`config.mk`:
```
export PLATFORM = sky130hd
export DESIGN_NAME = bus_arbiter
export DESIGN_NICKNAME = d
export VERILOG_FILES = /design/src/rtl/bus_arbiter.sv
export SDC_FILE = /design/constraint.sdc
export NUM_CORES = 1
export LEC_CHECK = 0
export BUFFER_PORTS_ARGS = -buffer_cell sky130_fd_sc_hd__buf_2
export CORE_MARGIN = 5
export CORE_UTILIZATION = 45
export DETAILED_ROUTE_END_ITERATION = 10
export PLACE_DENSITY = 0.8
export SYNTH_ARGS = -nofsm -noshare
export SYNTH_HDL_FRONTEND = slang
export SYNTH_SLANG_ARGS = --single-unit
```
`constraint.sdc`:
```
create_clock -name clk -period 2.5 [get_ports clk]
set_input_delay 0.5 -clock clk [delete_from_list [all_inputs] [get_ports clk]]
set_output_delay 0.5 -clock clk [all_outputs]
set_load 0.02 [all_outputs]
```
`src/rtl/bus_arbiter.sv`:
```
// rtl/bus_arbiter.sv - two-requester round-robin bus arbiter with a dValid/dAck transfer window
// Optional saturating transfer/timeout statistics are enabled by defining BUS_ARBITER_STATS_EN.
module bus_arbiter #(
    parameter int DATA_W    = 8,
    parameter int MIN_VALID = 2,
    parameter int MAX_VALID = 4
) (
    input  logic                clk,
    input  logic                reset,
    input  logic [1:0]          req,
    input  logic [2*DATA_W-1:0] req_data,
    input  logic                dAck,
    output logic                dValid,
    output logic [DATA_W-1:0]   data,
    output logic [1:0]          done,
    output logic                timeout,
    output logic                early_ack,
    output logic [15:0]         xfer_cnt,
    output logic [7:0]          tmo_cnt
);

    typedef enum logic [1:0] {
        S_IDLE  = 2'd0,
        S_VALID = 2'd1,
        S_GAP   = 2'd2
    } state_t;

    localparam int K_W = $clog2(MAX_VALID + 1);
    localparam logic [K_W-1:0] K_ONE = K_W'(1);
    localparam logic [K_W-1:0] K_MIN = K_W'(MIN_VALID);
    localparam logic [K_W-1:0] K_MAX = K_W'(MAX_VALID);

    state_t              r_state;
    state_t              w_state_nxt;
    logic [K_W-1:0]      r_k;
    logic [K_W-1:0]      w_k_nxt;
    logic                r_prio;
    logic                w_prio_nxt;
    logic                r_winner;
    logic                w_winner_nxt;
    logic                r_dvalid;
    logic                w_dvalid_nxt;
    logic [DATA_W-1:0]   r_data;
    logic [DATA_W-1:0]   w_data_nxt;
    logic [1:0]          r_done;
    logic [1:0]          w_done_nxt;
    logic                r_timeout;
    logic                w_timeout_nxt;
    logic                r_early;
    logic                w_early_nxt;

    logic                w_start;
    logic                w_grant;
    logic                w_first;
    logic                w_accept;
    logic                w_expire;

    // r_prio names the requester that wins a tie; it flips away from every started transfer.
    assign w_start  = (r_state == S_IDLE) && (req != 2'b00);
    assign w_grant  = (req == 2'b11) ? r_prio : req[1];
    assign w_first  = (r_state == S_VALID) && (r_k == K_ONE);
    assign w_accept = (r_state == S_VALID) && dAck && !w_first && (r_k >= K_MIN);
    assign w_expire = (r_state == S_VALID) && !w_accept && (r_k == K_MAX);

    always_ff @(posedge clk or negedge reset) begin
        if (!reset) begin
            r_state <= S_IDLE;
        end else begin
            r_state <= w_state_nxt;
        end
    end

    always_comb begin
        w_state_nxt = r_state;
        case (r_state)
            S_IDLE:  if (w_start) w_state_nxt = S_VALID;
            S_VALID: if (w_accept || w_expire) w_state_nxt = S_GAP;
            S_GAP:   w_state_nxt = S_IDLE;
            default: w_state_nxt = S_IDLE;
        endcase
    end

    always_comb begin
        w_k_nxt       = r_k;
        w_prio_nxt    = r_prio;
        w_winner_nxt  = r_winner;
        w_dvalid_nxt  = r_dvalid;
        w_data_nxt    = r_data;
        w_done_nxt    = 2'b00;
        w_timeout_nxt = 1'b0;
        w_early_nxt   = 1'b0;
        case (r_state)
            S_IDLE: begin
                if (w_start) begin
                    w_k_nxt      = K_ONE;
                    w_winner_nxt = w_grant;
                    w_prio_nxt   = ~w_grant;
                    w_dvalid_nxt = 1'b1;
                    w_data_nxt   = w_grant ? req_data[2*DATA_W-1:DATA_W] : req_data[DATA_W-1:0];
                end
            end
            S_VALID: begin
                w_early_nxt = w_first && dAck;
                if (w_accept) begin
                    w_k_nxt      = '0;
                    w_dvalid_nxt = 1'b0;
                    w_done_nxt   = r_winner ? 2'b10 : 2'b01;
                end else if (w_expire) begin
                    w_k_nxt       = '0;
                    w_dvalid_nxt  = 1'b0;
                    w_timeout_nxt = 1'b1;
                end else begin
                    w_k_nxt = r_k + K_ONE;
                end
            end
            default: begin
                w_k_nxt      = '0;
                w_dvalid_nxt = 1'b0;
            end
        endcase
    end

    always_ff @(posedge clk or negedge reset) begin
        if (!reset) begin
            r_k       <= '0;
            r_prio    <= 1'b0;
            r_winner  <= 1'b0;
            r_dvalid  <= 1'b0;
            r_data    <= '0;
            r_done    <= 2'b00;
            r_timeout <= 1'b0;
            r_early   <= 1'b0;
        end else begin
            r_k       <= w_k_nxt;
            r_prio    <= w_prio_nxt;
            r_winner  <= w_winner_nxt;
            r_dvalid  <= w_dvalid_nxt;
            r_data    <= w_data_nxt;
            r_done    <= w_done_nxt;
            r_timeout <= w_timeout_nxt;
            r_early   <= w_early_nxt;
        end
    end

    assign dValid    = r_dvalid;
    assign data      = r_data;
    assign done      = r_done;
    assign timeout   = r_timeout;
    assign early_ack = r_early;

`ifdef BUS_ARBITER_STATS_EN
    logic [15:0] r_xfer_cnt;
    logic [7:0]  r_tmo_cnt;

    always_ff @(posedge clk or negedge reset) begin
        if (!reset) begin
            r_xfer_cnt <= '0;
            r_tmo_cnt  <= '0;
        end else begin
            if (w_accept && (r_xfer_cnt != 16'hFFFF)) r_xfer_cnt <= r_xfer_cnt + 16'd1;
            if (w_expire && (r_tmo_cnt != 8'hFF))     r_tmo_cnt  <= r_tmo_cnt + 8'd1;
        end
    end

    assign xfer_cnt = r_xfer_cnt;
    assign tmo_cnt  = r_tmo_cnt;
`else
    assign xfer_cnt = 16'd0;
    assign tmo_cnt  = 8'd0;
`endif

endmodule

```
# Word-level counts from Yosys, hierarchy flattened
# Cells that the tools add are included.
[op_classes]
n_mux = 20
magnitude_cmp = 1
n_reduce_logical = 16
n_eq_ne = 7
addsub = 1
bitwise_logic = 1
[ops]
columns = ["operator", "count"]
rows = [
  ["2-bit two-way mux", 5],
  ["3-bit two-way mux", 3],
  ["1-bit logical AND", 8],
  ["1-bit two-way mux", 8],
  ["8-bit two-way mux", 1],
  ["3-bit one-hot mux with 2 select lines", 1],
  ["2-bit AND reduction", 3],
  ["2-bit one-hot mux with 2 select lines", 1],
  ["3-bit by 1-bit adder with 3-bit output (second input constant)", 1],
  ["3-bit by 1-bit == test with 1-bit output (second input constant)", 1],
  ["3-bit == test (second input constant)", 1],
  ["3-bit by 2-bit >= comparator with 1-bit output (second input constant)", 1],
  ["3-bit inequality test (second input constant)", 1],
  ["2-bit by 1-bit == test with 1-bit output (second input constant)", 1],
  ["2-bit == test (second input constant)", 1],
  ["1-bit logical NOT", 2],
  ["2-bit logical NOT", 1],
  ["2-bit by 1-bit inequality test with 1-bit output (second input constant)", 1],
  ["2-bit inequality test (second input constant)", 1],
  ["1-bit one-hot mux with 2 select lines", 1],
  ["2-bit nonzero test", 1],
  ["1-bit logical OR", 1],
  ["1-bit NOT", 1],
]
[word_totals]
out_inout_bits = 37
wordCells = 55
in_bits = 21
ff_bits = 20

# Depth between registers and ports, before layout
[logic_depth]
word_depth = 11
ltp_mapped = 5
ltp_nobuf = 5

# Least setup slack after synthesis
# Ideal clock, no wire load.
[synth_timing]
path_type = "register to register"
start = "register r_k[0]"
end = "register r_k[2]"
path_buffers = 0
setup_slack_ns = 1.127
setup_time_ns = 0.065
arrival_time_ns = 1.309
required_ns = 2.435
period_less_slack_ns = 1.373
stages_incl_launch_ff = 6
cell_sequence = "dfrtp_1 > inv_1 > ha_1 > o21ba_2 > a2111oi_2 > a211o_1"
[synth_between]
elab_chain_cells = 11
word_cells_on_any_way = 14
cone_classes = "add/sub: 1; order compare: 1; eq/ne: 2; mux: 3; reduce/logical: 7"
[synth_rtl]
columns = ["element", "line_no", "text"]
rows = [
  ["start, declared", "35", "logic [K_W-1:0] r_k;"],
  ["start signal, assigned", "134", "r_k <= w_k_nxt;"],
  ["3-bit by 1-bit == test with 1-bit output", "61", "assign w_first = (r_state == S_VALID) && (r_k == K_ONE);"],
  ["1-bit logical AND", "61", ""],
  ["1-bit logical NOT", "62", "assign w_accept = (r_state == S_VALID) && dAck && !w_first && (r_k >= K_MIN);"],
  ["1-bit logical AND (2 in a row)", "62", ""],
  ["1-bit logical NOT", "63", "assign w_expire = (r_state == S_VALID) && !w_accept && (r_k == K_MAX);"],
  ["1-bit logical AND (2 in a row)", "63", ""],
  ["3-bit two-way mux", "108", "end else if (w_expire) begin"],
  ["3-bit two-way mux *", "104", "if (w_accept) begin"],
  ["3-bit one-hot mux with 2 select lines *", "92", "case (r_state)"],
]
# Every way passes the cells marked *; elsewhere a longest branch is shown, timed or not.
# A chain may end at the register's enable or synchronous reset.

# Final worst setup path
# Same ends and word-level chain as after synthesis.

==> load_flow_metrics.sql <==
INSERT INTO impl_metrics (metric_group, metric, value, unit) VALUES
('die', 'initial_core_util', '46.1', '%'),
('die', 'die_height', '59.7', 'um'),
('clocking', 'cts_h_tree_depth', '1', ''),
('clocking', 'tritoncts.num_buffers', '3', ''),
('drt', 'wirelength', '2330', 'um'),
('worst_setup_path', 'timing.critical_path.slowest_cell_delay', '0.43', 'ns'),
('logic_synthesis', 'yosys_warnings', '0', ''),
('place', 'place.port_buffers', '33', ''),
('clocking', 'clock-sinks', '19', ''),
('clocking', 'cts.reportedPaths.clkPinSlew', '0.10', 'ns'),
('layout', 'number_of_nets_in_the_layout', '162', ''),
('layout', 'layout_fillers', '234', ''),
('worst_setup_path', 'worstPathRequired', '2.74', 'ns'),
('worst_setup_path', 'worst-path-max-fanout', '5', ''),
('worst_setup_path', 'worst_ep_arrival_time', '1.76', 'ns'),
('logic_synthesis', 'synth_sequential_area_ratio', '42.8', '%'),
('drt', 'drtIter0Drc', '19', ''),
('place', 'place.detailed.hpwl', '1830', 'um'),
('timing', 'maxSlewViolCount', '0', ''),
('outcome', 'run_status', 'finished clean', ''),
('timing', 'fmaxAchievable', '659', 'MHz'),
('logic_synthesis', 'synthTopCellsByArea', 'sky130_fd_sc_hd__dfrtp_1, sky130_fd_sc_hd__buf_4, sky130_fd_sc_hd__a221o_1', ''),
('die', 'dieWidth', '59.7', 'um'),
('power_and_ir_drop', 'vdd_drop_max', '0.000475', 'V'),
('logic_synthesis', 'ys_dominant_reg_cell', 'sky130_fd_sc_hd__dfrtp_1', ''),
('drt', 'routed_wire_length_per_instance', '14.0', 'um'),
('logic_synthesis', 'netlist.area_leader.share', '42.8', '%'),
('timing', 'post-route-min-period', '1.52', 'ns'),
('worst_setup_path', 'timing.reg2reg.worst_path_depth', '5', ''),
('clocking', 'cells_resized_by_post_cts_repair', '0', ''),
('drt', 'vias_per_cell', '5.01', ''),
('place', 'dpl.cell_count', '162', ''),
('layout', 'final_layout_size_suffix_gt1_share', '31.6', '%'),
('flow_run', 'cap_violations', '0', ''),
('drt', 'drc_errors_left', '0', ''),
('timing', 'finalClockSkew', '0.00607', 'ns'),
('logic_synthesis', 'syn-instance-count', '104', ''),
('grt', 'grt_max_degree', '20', ''),
('logic_synthesis', 'yosysMostFrequentCell', 'sky130_fd_sc_hd__buf_4', ''),
('power_and_ir_drop', 'fin_total_pwr', '1.38', 'mW'),
('worst_setup_path', 'r2r_start', 'r_k[0]', ''),
('layout', 'post-route-util', '50.6', '%'),
('grt', 'grt_usage', '13.4', '%'),
('worst_setup_path', 'timing.critical_path.from_type', 'flip-flop', ''),
('die', 'fp.coreArea', '0.00241', 'mm2'),
('logic_synthesis', 'synthArstFlopShare', '100', '%'),
('logic_synthesis', 'synth_area', '0.00111', 'mm2'),
('die', 'floorplan.io_pins', '58', ''),
('die', 'rows', '18', ''),
('layout', 'final-instance-count-excl-fill', '166', ''),
('layout', 'multi_input_area', '497', 'um2'),
('worst_setup_path', 'worstReg2RegEnd', 'r_k[2]', ''),
('layout', 'register_area', '475', 'um2'),
('clocking', 'clkLatencyLatePin', '0.30', 'ns'),
('power_and_ir_drop', 'total_leakage_power', '0.665', 'nW'),
('worst_setup_path', 'critical-path-slowest-cell', 'sky130_fd_sc_hd__dfrtp_1', ''),
('grt', 'wire_length_of_the_first_global_routing_pass', '3590', 'um'),
('logic_synthesis', 'number_of_enable_flip_flop_cells_after_synthesis', '0', ''),
('clocking', 'root_buffer', 'sky130_fd_sc_hd__clkbuf_4', ''),
('power_and_ir_drop', 'power_per_cell_area', '1130', 'mW/mm2'),
('drt', 'detailedRoute.firstPassIterationCount', '5', ''),
('grt', 'grt-ovfl-total', '0', ''),
('worst_setup_path', 'critPathBufInv', '1', ''),
('grt', 'number_of_antenna_violations_at_the_first_check_in_global_routing', '0', ''),
('logic_synthesis', 'synth_top_area_cell', 'sky130_fd_sc_hd__dfrtp_1', ''),
('timing', 'finalHoldViolCount', '0', ''),
('min_path', 'min_path_type', 'primary input to async pin', ''),
('clocking', 'tritoncts', 'built', ''),
('worst_setup_path', 'timing.critical_path.cells', 'inv_1 > ha_1 > o21ba_2 > a2111oi_2 > a211o_1', ''),
('logic_synthesis', 'ys_ff_latch', '19', ''),
('worst_setup_path', 'path_delay_family', 'compound AO/OA/AOI/OAI gates', '');
## state kept, by name (all words and copies together) (netlist names)
| register | cells |
|---|---|
| r_state | 2 |
| timeout | 1 |
| r_k | 3 |
| r_winner | 1 |
| early_ack | 1 |
| done | 2 |
| r_prio | 1 |
| data | 8 |
## routing by layer
metal | track usage, % | routed length (um) | share of wire (%) | vias to the layer above
li1 | - | - | - | 384
met1 | 17.3 | 915 | 39 | 395
met2 | 20.2 | 1070 | 46 | 48
met3 | 3.24 | 293 | 13 | 4
met4 | 7.91 | 51 | 2.2 | 0
met5 | 0 | 0 | 0 | -
## how the worst max path moves through the flow
| stage | to | slack [ns] | depth (start not counted) |
|---|---|---|---|
| finish | r_k[2] | 0.98 | 5 |
| global route | r_k[2] | 0.85 | 5 |
| CTS | r_k[2] | 0.98 | 5 |
| detailed placement | r_k[2] | 1.00 | 4 |
| global placement | r_k[2] | 1.03 | 4 |
| floorplan | r_k[2] | 1.13 | 5 |
## per-stage QoR
step | hold slack (ns) | instance area [um2] | setup slack (ns)
detailed placement | 0.458 | 1190 | 1.00
floorplan | 0.204 | 1200 | 1.13
global route | 0.142 | 1220 | 0.848
finish | 0.117 | 1220 | 0.982
CTS | 0.127 | 1220 | 0.981
global placement | 0.449 | 1190 | 1.03
## cell usage in the layout, fill, tap and decap left out, types with 2 or more instances in the layout
cell / n
sky130_fd_sc_hd__a221o_1: 8
sky130_fd_sc_hd__dfrtp_1: 19
sky130_fd_sc_hd__buf_2: 33
sky130_fd_sc_hd__nand2_1: 3
sky130_fd_sc_hd__and4_1: 2
sky130_fd_sc_hd__nor2_1: 3
sky130_fd_sc_hd__conb_1: 24
sky130_fd_sc_hd__ha_1: 4
sky130_fd_sc_hd__a21boi_1: 8
sky130_fd_sc_hd__clkbuf_4: 3
sky130_fd_sc_hd__o21ai_0: 3
sky130_fd_sc_hd__nand2b_1: 2
sky130_fd_sc_hd__inv_1: 5
## final cells by class
cell class	count	share of cell area [%]
clock buffer	4	2.15
inverter	5	1.54
multi-input combinational	75	40.7
sequential	19	39.0
tap	30	3.08
timing repair buffer	33	13.5
## kinds of logic after synthesis
group	share of synthesized area, %
AND/OR/NAND/NOR	10.0
other	0.338
adder cells (fa/ha/maj)	4.50
AO/OA/AOI/OAI	22.1
flip-flops	42.8
buffers and inverters	20.3
## where the power goes
group          internal (mW)  switching, mW  leakage, nW
logic                  0.292          0.400        0.408
registers              0.435         0.0985        0.242
clock network         0.0622         0.0920       0.0150
total                  0.790          0.591        0.665
Note: power is estimated with default switching activity, not from simulation.
